==> config.mk <==
export PLATFORM = sky130hd
export DESIGN_NAME = serial_compare_ctrl_flat
export DESIGN_NICKNAME = d
export VERILOG_FILES = /design/src/rtl/serial_compare_ctrl_if.sv /design/src/rtl/serial_compare_ctrl.sv /design/src/flat_wrapper.sv
export SDC_FILE = /design/constraint.sdc
export NUM_CORES = 1
export LEC_CHECK = 0
export CORE_UTILIZATION = 50
export DETAILED_ROUTE_END_ITERATION = 10
export MAX_ROUTING_LAYER = met4
export PLACE_DENSITY = 0.77
export SYNTH_ARGS = -nofsm -noshare
export SYNTH_HDL_FRONTEND = slang
export SYNTH_SLANG_ARGS = --single-unit
export TNS_END_PERCENT = 100
==> constraint.sdc <==
create_clock -name clk -period 4.1 [get_ports clk]
set_input_delay 0.41 -clock clk [delete_from_list [all_inputs] [get_ports clk]]
set_output_delay 0.41 -clock clk [all_outputs]
set_load 0.05 [all_outputs]
==> src/rtl/serial_compare_ctrl_if.sv <==
// Start/done request bus for serial_compare_ctrl: operands in, busy/done and result flags out.
interface serial_compare_ctrl_if #(
  parameter int unsigned WIDTH = 8
);
  logic             start;
  logic [WIDTH-1:0] A;
  logic [WIDTH-1:0] B;
  logic             busy;
  logic             done;
  logic             gt;
  logic             lt;
  logic             et;

  modport master (
    output start, A, B,
    input  busy, done, gt, lt, et
  );

  modport slave (
    input  start, A, B,
    output busy, done, gt, lt, et
  );
endinterface

==> src/rtl/serial_compare_ctrl.sv <==
// Serial unsigned magnitude compare, one 2-bit slice per cycle, MSB slice first.
// Optional macro SERIAL_CMP_EARLY_EXIT_EN: finish on the first unequal slice.
module serial_compare_ctrl #(
  parameter int unsigned WIDTH = 8
) (
  input  logic                  clk,
  input  logic                  rst_n,
  serial_compare_ctrl_if.slave  bus
);

  localparam int unsigned SLICES = WIDTH / 2;
  localparam int unsigned IDXW   = (SLICES > 1) ? $clog2(SLICES) : 1;
  localparam logic [IDXW-1:0] LAST_IDX = IDXW'(SLICES - 1);

  generate
    if ((WIDTH < 2) || ((WIDTH % 2) != 0)) begin : g_bad_width
      $error("serial_compare_ctrl: WIDTH must be even and >= 2");
    end
  endgenerate

  typedef enum logic [1:0] {
    IDLE = 2'd0,
    RUN  = 2'd1,
    DONE = 2'd2
  } state_t;

  state_t           state;
  logic [WIDTH-1:0] a_reg;
  logic [WIDTH-1:0] b_reg;
  logic [IDXW-1:0]  idx;
  logic             dec;
  logic             dec_gt;

  logic [1:0]       a_sl_c;
  logic [1:0]       b_sl_c;
  logic             nxt_dec_c;
  logic             nxt_gt_c;
  logic             finish_c;

  // Current slice compare; an earlier (more significant) decision always wins.
  always_comb begin
    a_sl_c    = 2'(a_reg >> {idx, 1'b0});
    b_sl_c    = 2'(b_reg >> {idx, 1'b0});
    nxt_dec_c = dec | (a_sl_c != b_sl_c);
    nxt_gt_c  = dec ? dec_gt : (a_sl_c > b_sl_c);
`ifdef SERIAL_CMP_EARLY_EXIT_EN
    finish_c  = (idx == '0) || nxt_dec_c;
`else
    finish_c  = (idx == '0);
`endif
  end

  always_ff @(posedge clk or negedge rst_n) begin
    if (!rst_n) begin
      state    <= IDLE;
      a_reg    <= '0;
      b_reg    <= '0;
      idx      <= '0;
      dec      <= 1'b0;
      dec_gt   <= 1'b0;
      bus.busy <= 1'b0;
      bus.done <= 1'b0;
      bus.gt   <= 1'b0;
      bus.lt   <= 1'b0;
      bus.et   <= 1'b0;
    end else begin
      case (state)
        IDLE: begin
          bus.done <= 1'b0;
          bus.busy <= 1'b0;
          if (bus.start) begin
            a_reg    <= bus.A;
            b_reg    <= bus.B;
            idx      <= LAST_IDX;
            dec      <= 1'b0;
            dec_gt   <= 1'b0;
            bus.gt   <= 1'b0;
            bus.lt   <= 1'b0;
            bus.et   <= 1'b0;
            bus.busy <= 1'b1;
            state    <= RUN;
          end
        end
        RUN: begin
          dec    <= nxt_dec_c;
          dec_gt <= nxt_gt_c;
          if (finish_c) begin
            bus.gt   <= nxt_dec_c & nxt_gt_c;
            bus.lt   <= nxt_dec_c & ~nxt_gt_c;
            bus.et   <= ~nxt_dec_c;
            bus.done <= 1'b1;
            state    <= DONE;
          end else begin
            idx <= idx - IDXW'(1);
          end
        end
        DONE: begin
          // Flags stay held until the next accepted start.
          bus.done <= 1'b0;
          bus.busy <= 1'b0;
          state    <= IDLE;
        end
        default: begin
          bus.done <= 1'b0;
          bus.busy <= 1'b0;
          state    <= IDLE;
        end
      endcase
    end
  end

endmodule

==> src/flat_wrapper.sv <==
// flat-port wrapper written by rule: the top's interface ports become plain ports
module serial_compare_ctrl_flat 
#(
  parameter int unsigned WIDTH = 8
)
  (clk, rst_n, bus_start, bus_A, bus_B, bus_busy, bus_done, bus_gt, bus_lt, bus_et);
  serial_compare_ctrl_if #(.WIDTH(WIDTH)) bus_i ();
  input  logic clk;
  input  logic rst_n;
  input wire logic [$bits(bus_i.start)-1:0] bus_start;
  input wire logic [$bits(bus_i.A)-1:0] bus_A;
  input wire logic [$bits(bus_i.B)-1:0] bus_B;
  output wire logic [$bits(bus_i.busy)-1:0] bus_busy;
  output wire logic [$bits(bus_i.done)-1:0] bus_done;
  output wire logic [$bits(bus_i.gt)-1:0] bus_gt;
  output wire logic [$bits(bus_i.lt)-1:0] bus_lt;
  output wire logic [$bits(bus_i.et)-1:0] bus_et;
  assign bus_i.start = bus_start;
  assign bus_i.A = bus_A;
  assign bus_i.B = bus_B;
  assign bus_busy = bus_i.busy;
  assign bus_done = bus_i.done;
  assign bus_gt = bus_i.gt;
  assign bus_lt = bus_i.lt;
  assign bus_et = bus_i.et;
  serial_compare_ctrl #(.WIDTH(WIDTH)) u_core (.clk(clk), .rst_n(rst_n), .bus(bus_i));
endmodule
==> results of run 1 <==
cell families after synthesis:
kind of cell,Yosys count
flip-flops,27
multiplexers,21
AO/OA/AOI/OAI,16
AND/OR/NAND/NOR,14
buffers and inverters,12
adder cells (fa/ha/maj),3
through the flow:
stage | util, % | hold WS [ps]
2_1_floorplan | - | 114
3_3_place_gp | 65.3 | 454
3_5_place_dp | 65.3 | 471
4_1_cts | 66.5 | 505
5_1_grt | 66.5 | 536
6_report | 66.5 | 497
cell type report:
| cell class | count | area share [%] |
|---|---|---|
| clock buffers | 3 | 1.49 |
| clock inverters | 1 | 0.331 |
| multi-input cells | 54 | 33.7 |
| well taps | 28 | 2.32 |
| inverters | 7 | 1.74 |
| repair buffers | 24 | 15.7 |
| flip-flops and latches | 27 | 44.7 |
routing by layer:
layer | GRT usage, % | vias to the layer above | part of all wire (%)
met5 | - | - | 0
met4 | 6.76 | 0 | 0.62
met3 | 2.63 | 2 | 3.5
met2 | 33.8 | 17 | 55
met1 | 21.8 | 381 | 40
li1 | - | 373 | -
power by group through the flow:
stage / combinational (mW) / sequential (mW) / clock (mW)
finish: 0.577 / 0.491 / 0.113
global placement: 0.555 / 0.493 / 0
floorplan: 0.413 / 0.527 / 0
detailed placement: 0.583 / 0.499 / 0
CTS: 0.585 / 0.492 / 0.119
global route: 0.635 / 0.510 / 0.127
worst max-delay path, cell delays in order, from the launching register on:
cell,delay [ps]
dfrtp_1,570
mux4_2,560
ha_1,310
nand2_1,160
o21ai_0,100
o21ai_0,310
a22o_1,180
worst max path at each step:
stage / start / to / slack (ps)
final: u_core.idx[0] / u_core.bus.gt / 1860
after global routing: u_core.idx[0] / u_core.bus.gt / 1670
after CTS: u_core.idx[0] / u_core.bus.lt / 1850
after detailed placement: u_core.idx[0] / u_core.bus.lt / 1870
after global placement: u_core.idx[0] / u_core.bus.lt / 2000
after floorplan: u_core.idx[0] / u_core.bus.lt / 2100
placed cells by master, fill, tap and decap left out, types with 2 or more instances in the layout:
| cell type | synthesis | routed |
|---|---|---|
| dfrtp_1 | 27 | 27 |
| nor2_1 | 4 | 4 |
| clkbuf_4 | 1 | 3 |
| inv_1 | 6 | 6 |
| clkdlybuf4s50_1 | 0 | 23 |
| ha_1 | 3 | 3 |
| mux2_2 | 16 | 16 |
| o21ai_0 | 5 | 5 |
| nor2b_1 | 2 | 2 |
| nand2_1 | 6 | 6 |
| mux4_2 | 4 | 4 |
| a22o_1 | 2 | 2 |
==> out/summary.log, run 1 <==
[power_and_ir_drop] PnR Total Power 1.18 mW
[synthesis] area share of the largest cell type after synthesis 54.1%
[global_routing] wire length of the first global-routing pass 3590 um
[detailed_routing] Vias per Instance 5.37
[final_layout] count of nets after finishing 139
[setup_path] Crit. End Element flip-flop
[synthesis] share of synthesized cell area in and, or, nand and nor gates 5.51%
[global_routing] overall global routing resource usage 19.0%
[detailed_routing] final antenna-violating net count 0
[placed_design] global placement routability congestion 0.732
[power_and_ir_drop] sequential fraction of design power 41.6%
[clocking] number of buffers inserted during clock tree synthesis 3
[power_and_ir_drop] static leakage power 0.658 nW
[synthesis] library cell with the largest summed area after synthesis dfrtp_1
[clocking] post-cts repair resize count 0
[power_and_ir_drop] internal power 0.722 mW
[timing] fin crit share 54.6%
[synthesis] library cell with the highest instance count after synthesis dfrtp_1
[hold_path] Min-Delay Endpoint u_core.bus.et
[synthesis] count of flip-flops with a built-in enable after synthesis 0
[floorplan] DIE WIDTH 52.0 um
[setup_path] FF-to-FF Start u_core.idx[0]
[final_layout] FILL cells 182
[synthesis] Synth Instances 93
[setup_path] setup slack of the worst register-to-register path 1860 ps
[timing] setup repair after global routing missed its margin no
[timing] Setup TNS 0 ps
[final_layout] count of placed standard cells in the final layout, fillers left out 144
[clocking] Post CTS Setup Buffer Count 0
[power_and_ir_drop] Worst IR Drop VDD 0.425 mV
[clocking] TritonCTS clock tree built
[floorplan] die outline area 2700 sq um
[setup_path] required arrival time at the worst endpoint 4370 ps
[clocking] H-Tree Level Count 1
[synthesis] synthesized area 1250 sq um
[detailed_routing] length of the first detailed-routing pass in iterations 3
[timing] remaining max-slew budget at the tightest pin 22.0%
[setup_path] reg-to-reg critical path endpoint u_core.bus.gt
[hold_path] Worst Hold Path Cells 2
[placed_design] total instance count after detailed placement 140
[floorplan] initial core utilization 54.9%
[timing] final number of setup-violating endpoints 0
[final_layout] synthesis-to-finish area growth 21.1%
[timing] pins over their slew limit 0
[synthesis] leading cell types by total area after synthesis dfrtp_1 54%, mux2_2 14%, mux4_2 7.2%
[synthesis] yosys synthesis warning count 0
[synthesis] largest family of logic cells by synthesized area multiplexers
[detailed_routing] count of routing violations after the opening detailed-route iteration 2
[floorplan] die outline height 52.0 um
[power_and_ir_drop] Net Sw Frac 38.8%
[job] # Max-Cap Violations 0
[placed_design] Placed Instance Area 1490 sq um
[timing] final worst clock skew 6.13 ps
[setup_path] CP Max Fanout 7
[global_routing] vias in the first global route 814
[timing] Min Clock Period, post-route 2240 ps
[setup_path] Crit Path Category flip-flop to flip-flop
[clocking] Skew-Pair Late Insertion Delay 320 ps
[hold_path] worst min-delay path startpoint u_core.bus.et
[placed_design] Setup Slack @ Placement 1870 ps
[floorplan] Top-Level Pins 24
[floorplan] Core Footprint 2280 sq um
[synthesis] top cells by count, synth 27 x dfrtp_1, 16 x mux2_2, 6 x inv_1, 6 x nand2_1, 5 x o21ai_0
[synthesis] Synth Flop Type dfrtp_1
[setup_path] number of cells on the worst reg-to-reg path 6
[clocking] number of clock sinks 27
[synthesis] mux cell area share after synthesis 22.4%
[timing] count of final hold-check violations 0
[synthesis] post-synthesis cell type count 28
[final_layout] antenna fix cells 0
[clocking] maximum count of clock buffers along a single path 2
[detailed_routing] drc violations 0
[detailed_routing] total vias in the final route 773
[synthesis] sequential fraction of the synthesis area 54.1%
[synthesis] number of nets in the synthesized netlist 115
[placed_design] detailed-placement wirelength estimate 1570 um
[setup_path] launching element type of the critical path flip-flop
[timing] top achievable clock speed 0.446 GHz
[synthesis] share of synthesized flip-flops with an asynchronous set or reset 100%
[timing] slew at the pin closest to its max-slew limit 1170 ps
[power_and_ir_drop] power share of the clock group 9.6%
[detailed_routing] total wirelength of the detailed-routed design 2080 um
[power_and_ir_drop] combinational share of power 48.9%
[synthesis] area fraction in compound gates after synthesis 9.92%
[setup_path] signal arrival time at the worst endpoint 2510 ps
[global_routing] number of antenna violations at the first check in global routing 0
[timing] setup slack of the critical path after layout 1860 ps
[final_layout] fraction of layout cells with a size suffix above 1 25.0%
[power_and_ir_drop] switching power 0.459 mW
[clocking] Post-CTS Hold Fix Bufs 0
[synthesis] syn_area_per_cell 13.4 sq um
[synthesis] count of state elements after synthesis 27
[synthesis] arithmetic-cell share of the synthesized area counting full adders, half adders and majority gates 3.01%
[global_routing] pin count of the biggest net entering global routing 28
[global_routing] Overflow after GRT 0
[outcome] outcome finished clean
[synthesis] Post-Synth XOR/XNOR Area 0%
[clocking] Reg clk slew, reported paths 140 ps
[final_layout] Sequential cell area 676 sq um
[hold_path] class of the tightest hold or removal check flip-flop to flip-flop
[placed_design] port bufs 23
[final_layout] finished layout cell area 1510 sq um
[floorplan] Placement Rows 17
[power_and_ir_drop] power density over the cells 780 nW/um^2
[final_layout] combined area of the multi-input logic cells 510 sq um
[detailed_routing] wire length per cell after detailed routing 14.5 um
[clocking] Root Driver clkbuf_4
Note: power is estimated with default switching activity, not from simulation.
==> run 2: changes to the inputs <==
--- a/config.mk
+++ b/config.mk
@@ -5,10 +5,10 @@
 export SDC_FILE = /design/constraint.sdc
 export NUM_CORES = 1
 export LEC_CHECK = 0
-export CORE_UTILIZATION = 50
+export CORE_UTILIZATION = 45
 export DETAILED_ROUTE_END_ITERATION = 10
 export MAX_ROUTING_LAYER = met4
-export PLACE_DENSITY = 0.77
+export PLACE_DENSITY = 0.74
 export SYNTH_ARGS = -nofsm -noshare
 export SYNTH_HDL_FRONTEND = slang
 export SYNTH_SLANG_ARGS = --single-unit
==> constraint.sdc (replaced) <==
create_clock -name clk -period 1.8 [get_ports clk]
set_input_delay 0.18 -clock clk [delete_from_list [all_inputs] [get_ports clk]]
set_output_delay 0.18 -clock clk [all_outputs]
set_load 0.05 [all_outputs]
==> run 2 against run 1 <==
The run now ends with setup timing left. Clock skew increased by 2.0 ps. Largest power group unchanged. Worst hold slack got worse by 300 ps. Critical endpoint unchanged. Critical path type unchanged. Utilization decreased by 4.2 points. Total power increased to 2.6 times the previous value. Die area increased by 11%. Sequential power increased by 130%. Highest routed layer unchanged. Global-route usage decreased by 1.9 points. Design area increased by 4.7%. Clock-buffer cell count unchanged. Critical path depth increased by 1. Sequential cell count unchanged. Fmax increased by 20%.
==> out/summary.log, run 2 (same netlist as run 1, synthesis figures left out) <==
[timing] Min Clock Period, post-route 1870 ps [was 2240 ps]
[final_layout] count of placed standard cells in the final layout, fillers left out 151 [was 144]
[setup_path] setup slack of the worst register-to-register path -70 ps [was 1860 ps]
[timing] fin crit share 104% [was 54.6%]
[power_and_ir_drop] Worst IR Drop VDD 1.11 mV [was 0.425 mV]
[setup_path] signal arrival time at the worst endpoint 2090 ps [was 2510 ps]
[detailed_routing] uppermost layer routed met4 [unchanged]
[placed_design] global placement routability congestion 0.696 [was 0.732]
[setup_path] Crit Path Category flip-flop to flip-flop [unchanged]
[setup_path] crit-path max cell delay 520 ps [was 570 ps]
[final_layout] count of nets after finishing 144 [was 139]
[final_layout] fraction of layout cells with a size suffix above 1 33.9% [was 25.0%]
[floorplan] die outline area 2990 sq um [was 2700 sq um]
[floorplan] DIE WIDTH 54.7 um [was 52.0 um]
[setup_path] buffering stage count on the worst path with inverters included 1 [was 0]
[final_layout] synthesis-to-finish area growth 26.9% [was 21.1%]
[detailed_routing] wire length per cell after detailed routing 13.3 um [was 14.5 um]
[setup_path] launching element type of the critical path flip-flop [unchanged]
[clocking] Skew-Pair Late Insertion Delay 320 ps [about the same]
[placed_design] detailed-placement wirelength estimate 1570 um [about the same]
[setup_path] cell repeated most along the worst path o21ai_2 [was o21ai_0]
[detailed_routing] final antenna-violating net count 0 [unchanged]
[setup_path] kind of cell adding the most delay to the critical path multiplexers [was compound AO/OA/AOI/OAI gates]
[global_routing] overall global routing resource usage 17.2% [was 19.0%]
[detailed_routing] met3 WL post-DR 102 um [was 73 um]
[final_layout] highest-count cells in the layout ignoring fill and taps 26 x dfrtp_1, 23 x clkdlybuf4s50_1, 16 x mux2_2 [was 27 x dfrtp_1, 23 x clkdlybuf4s50_1, 16 x mux2_2]
[power_and_ir_drop] static leakage power 0.689 nW [was 0.658 nW]
[floorplan] Placement Rows 18 [was 17]
[final_layout] Sequential cell area 677 sq um [was 676 sq um]
[final_layout] antenna fix cells 0 [unchanged]
[final_layout] combined area of the multi-input logic cells 541 sq um [was 510 sq um]
[power_and_ir_drop] power density over the cells 1910 nW/um^2 [was 780 nW/um^2]
[global_routing] vias in the first global route 806 [was 814]
[outcome] violations in the final reports setup timing
[clocking] Post-CTS Hold Fix Bufs 0 [unchanged]
[setup_path] cell-by-cell listing of the critical path mux4_2, inv_2, ha_4, nor2b_4, o21ai_2, o21ai_2, a22o_1 [was mux4_2, ha_1, nand2_1, o21ai_0, o21ai_0, a22o_1]
[detailed_routing] count of routing violations after the opening detailed-route iteration 6 [was 2]
[detailed_routing] total vias in the final route 799 [was 773]
[timing] setup slack of the critical path after layout -66.5 ps [was 1860 ps]
[floorplan] Core Footprint 2540 sq um [was 2280 sq um]
[placed_design] port bufs 23 [unchanged]
[clocking] Root Driver clkbuf_4 [unchanged]
[global_routing] wire length of the first global-routing pass 3470 um [was 3590 um]
[timing] pins over their slew limit 0 [unchanged]
[clocking] TritonCTS clock tree built [unchanged]
[setup_path] cell type of the slowest stage on the worst timing path mux4_2 [was dfrtp_1]
[global_routing] pin count of the biggest net entering global routing 28 [unchanged]
[floorplan] die outline height 54.7 um [was 52.0 um]
[timing] remaining max-slew budget at the tightest pin 67.3% [was 22.0%]
[placed_design] total instance count after detailed placement 147 [was 140]
[timing] top achievable clock speed 0.536 GHz [was 0.446 GHz]
[detailed_routing] Vias per Instance 5.29 [was 5.37]
[hold_path] class of the tightest hold or removal check input pin to async pin [was flip-flop to flip-flop]
[detailed_routing] length of the first detailed-routing pass in iterations 4 [was 3]
[clocking] Reg clk slew, reported paths 140 ps [about the same]
[floorplan] Top-Level Pins 24 [unchanged]
[placed_design] Setup Slack @ Placement -173 ps [was 1870 ps]
[setup_path] CP Max Fanout 5 [was 7]
[timing] final worst clock skew 8.10 ps [was 6.13 ps]
[setup_path] Crit. End Element flip-flop [unchanged]
[global_routing] number of antenna violations at the first check in global routing 0 [unchanged]
[outcome] outcome complete, but fails checks [was finished clean]
[global_routing] Overflow after GRT 0 [unchanged]
[timing] slew at the pin closest to its max-slew limit 489 ps [was 1170 ps]
[detailed_routing] total wirelength of the detailed-routed design 2010 um [was 2080 um]
[floorplan] initial core utilization 49.1% [was 54.9%]
[timing] final number of setup-violating endpoints 5 [was 0]
[timing] setup repair after global routing missed its margin yes [was no]
[clocking] H-Tree Level Count 1 [unchanged]
[detailed_routing] drc violations 0 [unchanged]
[final_layout] most common cell after layout, fill and taps aside dfrtp_1 [unchanged]
[clocking] maximum count of clock buffers along a single path 2 [unchanged]
[timing] count of final hold-check violations 0 [unchanged]
[setup_path] required arrival time at the worst endpoint 2030 ps [was 4370 ps]
[job] # Max-Cap Violations 0 [unchanged]
[final_layout] FILL cells 202 [was 182]
[clocking] number of clock sinks 27 [unchanged]
[detailed_routing] amount of wire on met2 after detailed routing 1030 um [was 1150 um]
[clocking] number of buffers inserted during clock tree synthesis 3 [unchanged]
[detailed_routing] Met1 Wirelength 869 um [was 842 um]
run 2: stage by stage:
stage / power, mW / util, % / setup TNS, ps / hold WS [ps] / instance area (sq um)
2_1_floorplan: 2.26 / - / -81.2 / -116 / 1270
3_3_place_gp: 2.60 / 60.5 / -516 / 452 / 1540
3_5_place_dp: 2.68 / 60.5 / -708 / 467 / 1540
4_1_cts: 2.95 / 61.8 / -261 / 205 / 1570
5_1_grt: 3.28 / 62.2 / -666 / 211 / 1580
6_report: 3.02 / 62.2 / -158 / 202 / 1580
run 2: layer usage:
metal | global-route usage [%] | up-vias
li1 | - | 384
met4 | 6.41 | 0
met3 | 2.50 | 2
met2 | 28.9 | 20
met1 | 20.6 | 393
met5 | - | -
run 2: path summary, 6_finish.rpt:
path	startpoint	end	cells past startpoint
setup / recovery	u_core.idx[0]	u_core.bus.gt	7
hold / removal	rst_n	u_core.bus.et	2
setup reg to reg	u_core.idx[0]	u_core.bus.gt	7
hold reg to reg	u_core.bus.et	u_core.bus.et	2
max in group asynchronous	rst_n	u_core.idx[0]	2
min in group clk	bus_A[1]	u_core.a_reg[1]	2
run 2: area by class of cell:
type | count | share of cell area (%)
clock buffer | 3 | 1.42
timing repair buffer | 29 | 17.4
sequential | 27 | 42.7
tap | 30 | 2.37
multi-input combinational | 54 | 34.1
inverter | 7 | 1.66
clock inverter | 1 | 0.316
run 2: timing repair:
action                                  CTS  global route
pin swaps                                 1             2
endpoints found under the setup margin    5             5
gates cloned                              0             0
gates resized for setup                   3             2
setup buffers                             0             0
run 2: report_power, final:
group	leakage [nW]	internal [mW]	switching [mW]
Sequential	0.322	0.897	0.223
Clock	0.0177	0.0831	0.170
Combinational	0.350	0.892	0.754
run 2: worst reg2reg max path, delay by kind of cell, from the launching register on:
family / cells / cell delay (ps)
buffers and inverters: 1 / 80
AO/OA/AOI/OAI: 3 / 400
adder cells (fa/ha/maj): 1 / 200
flip-flops: 1 / 460
AND/OR/NAND/NOR: 1 / 120
multiplexers: 1 / 520
==> run 3: changes to the inputs <==
--- a/config.mk
+++ b/config.mk
@@ -5,10 +5,11 @@
 export SDC_FILE = /design/constraint.sdc
 export NUM_CORES = 1
 export LEC_CHECK = 0
-export CORE_UTILIZATION = 45
+export CORE_UTILIZATION = 50
 export DETAILED_ROUTE_END_ITERATION = 10
+export DONT_BUFFER_PORTS = 1
 export MAX_ROUTING_LAYER = met4
-export PLACE_DENSITY = 0.74
+export PLACE_DENSITY = 0.68
 export SYNTH_ARGS = -nofsm -noshare
 export SYNTH_HDL_FRONTEND = slang
 export SYNTH_SLANG_ARGS = --single-unit
==> run 3 against run 2 <==
The flow still finishes with violations (setup timing). Cell count shrank 4.6%. Die area fell by 9.6%. Clock power up 3%. Sequential power is 14% higher. Worst hold slack worse by 53 ps. Sequential share of layout area is 1.1 points higher. Fmax decreased by 4.4%. Via count down 3.4%. Largest cell class unchanged.
==> out/summary.log, run 3 (same netlist as run 1, synthesis figures left out) <==
[floorplan] initial core utilization 54.9% [was 49.1%]
[final_layout] combined area of the multi-input logic cells 541 sq um [unchanged]
[detailed_routing] total vias in the final route 772 [was 799]
[job] # Max-Cap Violations 0 [unchanged]
[detailed_routing] drc violations 0 [unchanged]
[detailed_routing] final antenna-violating net count 0 [unchanged]
[floorplan] die outline area 2700 sq um [was 2990 sq um]
[global_routing] overall global routing resource usage 20.1% [was 17.2%]
[power_and_ir_drop] static leakage power 0.680 nW [was 0.689 nW]
[global_routing] wire length of the first global-routing pass 3840 um [was 3470 um]
[clocking] H-Tree Level Count 1 [unchanged]
[global_routing] Overflow after GRT 0 [unchanged]
[timing] fin crit share 108% [was 104%]
[detailed_routing] length of the first detailed-routing pass in iterations 2 [was 4]
[clocking] Skew-Pair Late Insertion Delay 330 ps [was 320 ps]
[clocking] TritonCTS clock tree built [unchanged]
[clocking] number of buffers inserted during clock tree synthesis 3 [unchanged]
[floorplan] Core Footprint 2280 sq um [was 2540 sq um]
[setup_path] signal arrival time at the worst endpoint 2190 ps [was 2090 ps]
[final_layout] fraction of layout cells with a size suffix above 1 35.3% [was 33.9%]
[placed_design] Placed Instance Area 1300 sq um [was 1540 sq um]
[final_layout] finished layout cell area 1540 sq um [was 1580 sq um]
[clocking] Post CTS Setup Buffer Count 0 [unchanged]
[final_layout] count of nets after finishing 139 [was 144]
[global_routing] met3 track demand over resource in global routing 5.56% [was 2.50%]
[setup_path] required arrival time at the worst endpoint 2030 ps [about the same]
[timing] Min Clock Period, post-route 1950 ps [was 1870 ps]
[final_layout] most common cell after layout, fill and taps aside dfrtp_1 [unchanged]
[timing] pins over their slew limit 0 [unchanged]
[setup_path] Crit. End Element flip-flop [unchanged]
[hold_path] class of the tightest hold or removal check input pin to flip-flop [was input pin to async pin]
[placed_design] total instance count after detailed placement 121 [was 147]
[timing] final number of setup-violating endpoints 5 [unchanged]
[global_routing] pin count of the biggest net entering global routing 28 [unchanged]
[final_layout] synthesis-to-finish area growth 23.6% [was 26.9%]
[global_routing] global-route track usage on met1 26.1% [was 20.6%]
[timing] remaining max-slew budget at the tightest pin 65.7% [was 67.3%]
[final_layout] antenna fix cells 0 [unchanged]
[setup_path] cell type of the slowest stage on the worst timing path mux4_2 [unchanged]
[final_layout] highest-count cells in the layout ignoring fill and taps 26 x dfrtp_1, 18 x dlygate4sd3_1, 16 x mux2_2 [was 26 x dfrtp_1, 23 x clkdlybuf4s50_1, 16 x mux2_2]
[global_routing] most used routing layer in global routing met2 [unchanged]
[placed_design] detailed-placement wirelength estimate 1480 um [was 1570 um]
[global_routing] number of antenna violations at the first check in global routing 0 [unchanged]
[floorplan] Placement Rows 17 [was 18]
[detailed_routing] wire length per cell after detailed routing 14.8 um [was 13.3 um]
[floorplan] DIE WIDTH 52.0 um [was 54.7 um]
[clocking] Reg clk slew, reported paths 150 ps [was 140 ps]
[clocking] number of clock sinks 27 [unchanged]
[setup_path] CP Max Fanout 5 [unchanged]
[final_layout] Sequential cell area 677 sq um [unchanged]
[setup_path] number of cells on the worst reg-to-reg path 7 [unchanged]
[outcome] outcome complete, but fails checks [unchanged]
[outcome] violations in the final reports setup timing [unchanged]
[placed_design] port bufs 0 [was 23]
[setup_path] cell repeated most along the worst path o21ai_2 [unchanged]
[power_and_ir_drop] power density over the cells 1930 nW/um^2 [was 1910 nW/um^2]
[placed_design] global placement routability congestion 0.682 [was 0.696]
[setup_path] Crit Path Category flip-flop to flip-flop [unchanged]
[final_layout] count of placed standard cells in the final layout, fillers left out 144 [was 151]
[detailed_routing] count of routing violations after the opening detailed-route iteration 2 [was 6]
[timing] top achievable clock speed 0.512 GHz [was 0.536 GHz]
[timing] setup slack of the critical path after layout -152 ps [was -66.5 ps]
[global_routing] vias in the first global route 820 [was 806]
[timing] final worst clock skew 10.6 ps [was 8.10 ps]
[detailed_routing] total wirelength of the detailed-routed design 2130 um [was 2010 um]
[final_layout] utilization of the core after routing 67.8% [was 62.2%]
[timing] setup repair after global routing missed its margin yes [unchanged]
[clocking] Root Driver clkbuf_4 [unchanged]
[final_layout] FILL cells 159 [was 202]
[clocking] maximum count of clock buffers along a single path 2 [unchanged]
[detailed_routing] Vias per Instance 5.36 [was 5.29]
[floorplan] die outline height 52.0 um [was 54.7 um]
[timing] count of final hold-check violations 0 [unchanged]
[setup_path] crit-path max cell delay 520 ps [about the same]
[floorplan] Top-Level Pins 24 [unchanged]
[timing] slew at the pin closest to its max-slew limit 513 ps [was 489 ps]
[power_and_ir_drop] Worst IR Drop VDD 1.22 mV [was 1.11 mV]
[global_routing] met2 track utilization from global routing 31.4% [was 28.9%]
[placed_design] Setup Slack @ Placement -203 ps [was -173 ps]
[setup_path] cell-by-cell listing of the critical path mux4_2, inv_2, ha_4, nor2b_4, o21ai_2, o21ai_2, a22o_1 [unchanged]
[hold_path] Worst Hold Path Cells 2
[setup_path] launching element type of the critical path flip-flop [unchanged]
==> run 3: changes by cell type in the layout (fill, tap and decap cells not counted), sizes merged <==
cell           before  now
clkdlybuf4s50      23    0
dlygate4sd3         0   18
==> run 3: layout make-up <==
| class | count | share of cell area, % |
|---|---|---|
| clock inverters | 1 | 0.324 |
| repair buffers | 24 | 15.4 |
| clock buffers | 3 | 1.46 |
| well taps | 28 | 2.27 |
| flip-flops and latches | 27 | 43.8 |
| inverters | 7 | 1.70 |
| multi-input cells | 54 | 35.0 |
==> run 3: final timing paths <==
| kind | start | end | slack (ps) |
|---|---|---|---|
| setup reg to reg | u_core.idx[0] | u_core.bus.gt | -150 |
| hold reg to reg | u_core.state[1] | u_core.bus.busy | 520 |
| hold / removal | bus_start | u_core.state[0] | 150 |
| setup / recovery | u_core.idx[0] | u_core.bus.gt | -150 |
| min in group asynchronous | rst_n | u_core.bus.et | 260 |
| max in group asynchronous | rst_n | u_core.b_reg[7] | 1380 |
==> run 3: timing repair <==
action / CTS / global route
endpoints found under the setup margin: 5 / 5
pin swaps: 2 / 3
endpoints found under the hold margin: 44 / 0
cloned: 0 / 0
gates resized for setup: 3 / 2
hold buffers: 19 / 0
==> run 3: worst max-delay path, delay by kind of cell, from the launching register on <==
family / cells / cell delay (ps)
muxes: 1 / 520
DFF: 1 / 480
AOI/OAI and AO/OA: 3 / 440
adders and majority gates: 1 / 200
and+or+nand+nor: 1 / 130
buffers and inverters: 1 / 80
==> run 3: stage by stage <==
step / hold WS, ps / power (mW) / TNS, ps
final: 149 / 2.98 / -511
after global routing: 152 / 3.23 / -985
after CTS: 139 / 2.86 / -417
after detailed placement: -115 / 2.52 / -779
after global placement: -115 / 2.47 / -563
after floorplan: -116 / 2.26 / -81.2
==> run 3: power breakdown <==
| part | leakage [nW] | internal, mW | switching [mW] |
|---|---|---|---|
| clock | 0.0177 | 0.0834 | 0.178 |
| combinational | 0.341 | 0.815 | 0.622 |
| sequential | 0.322 | 0.894 | 0.387 |
| total | 0.680 | 1.79 | 1.19 |
==> run 3: per-layer routing <==
| layer | up-vias | wire [um] |
|---|---|---|
| li1 | 374 | - |
| met1 | 375 | 924 |
| met2 | 21 | 1100 |
| met3 | 2 | 91 |
| met4 | 0 | 13 |
| met5 | - | 0 |
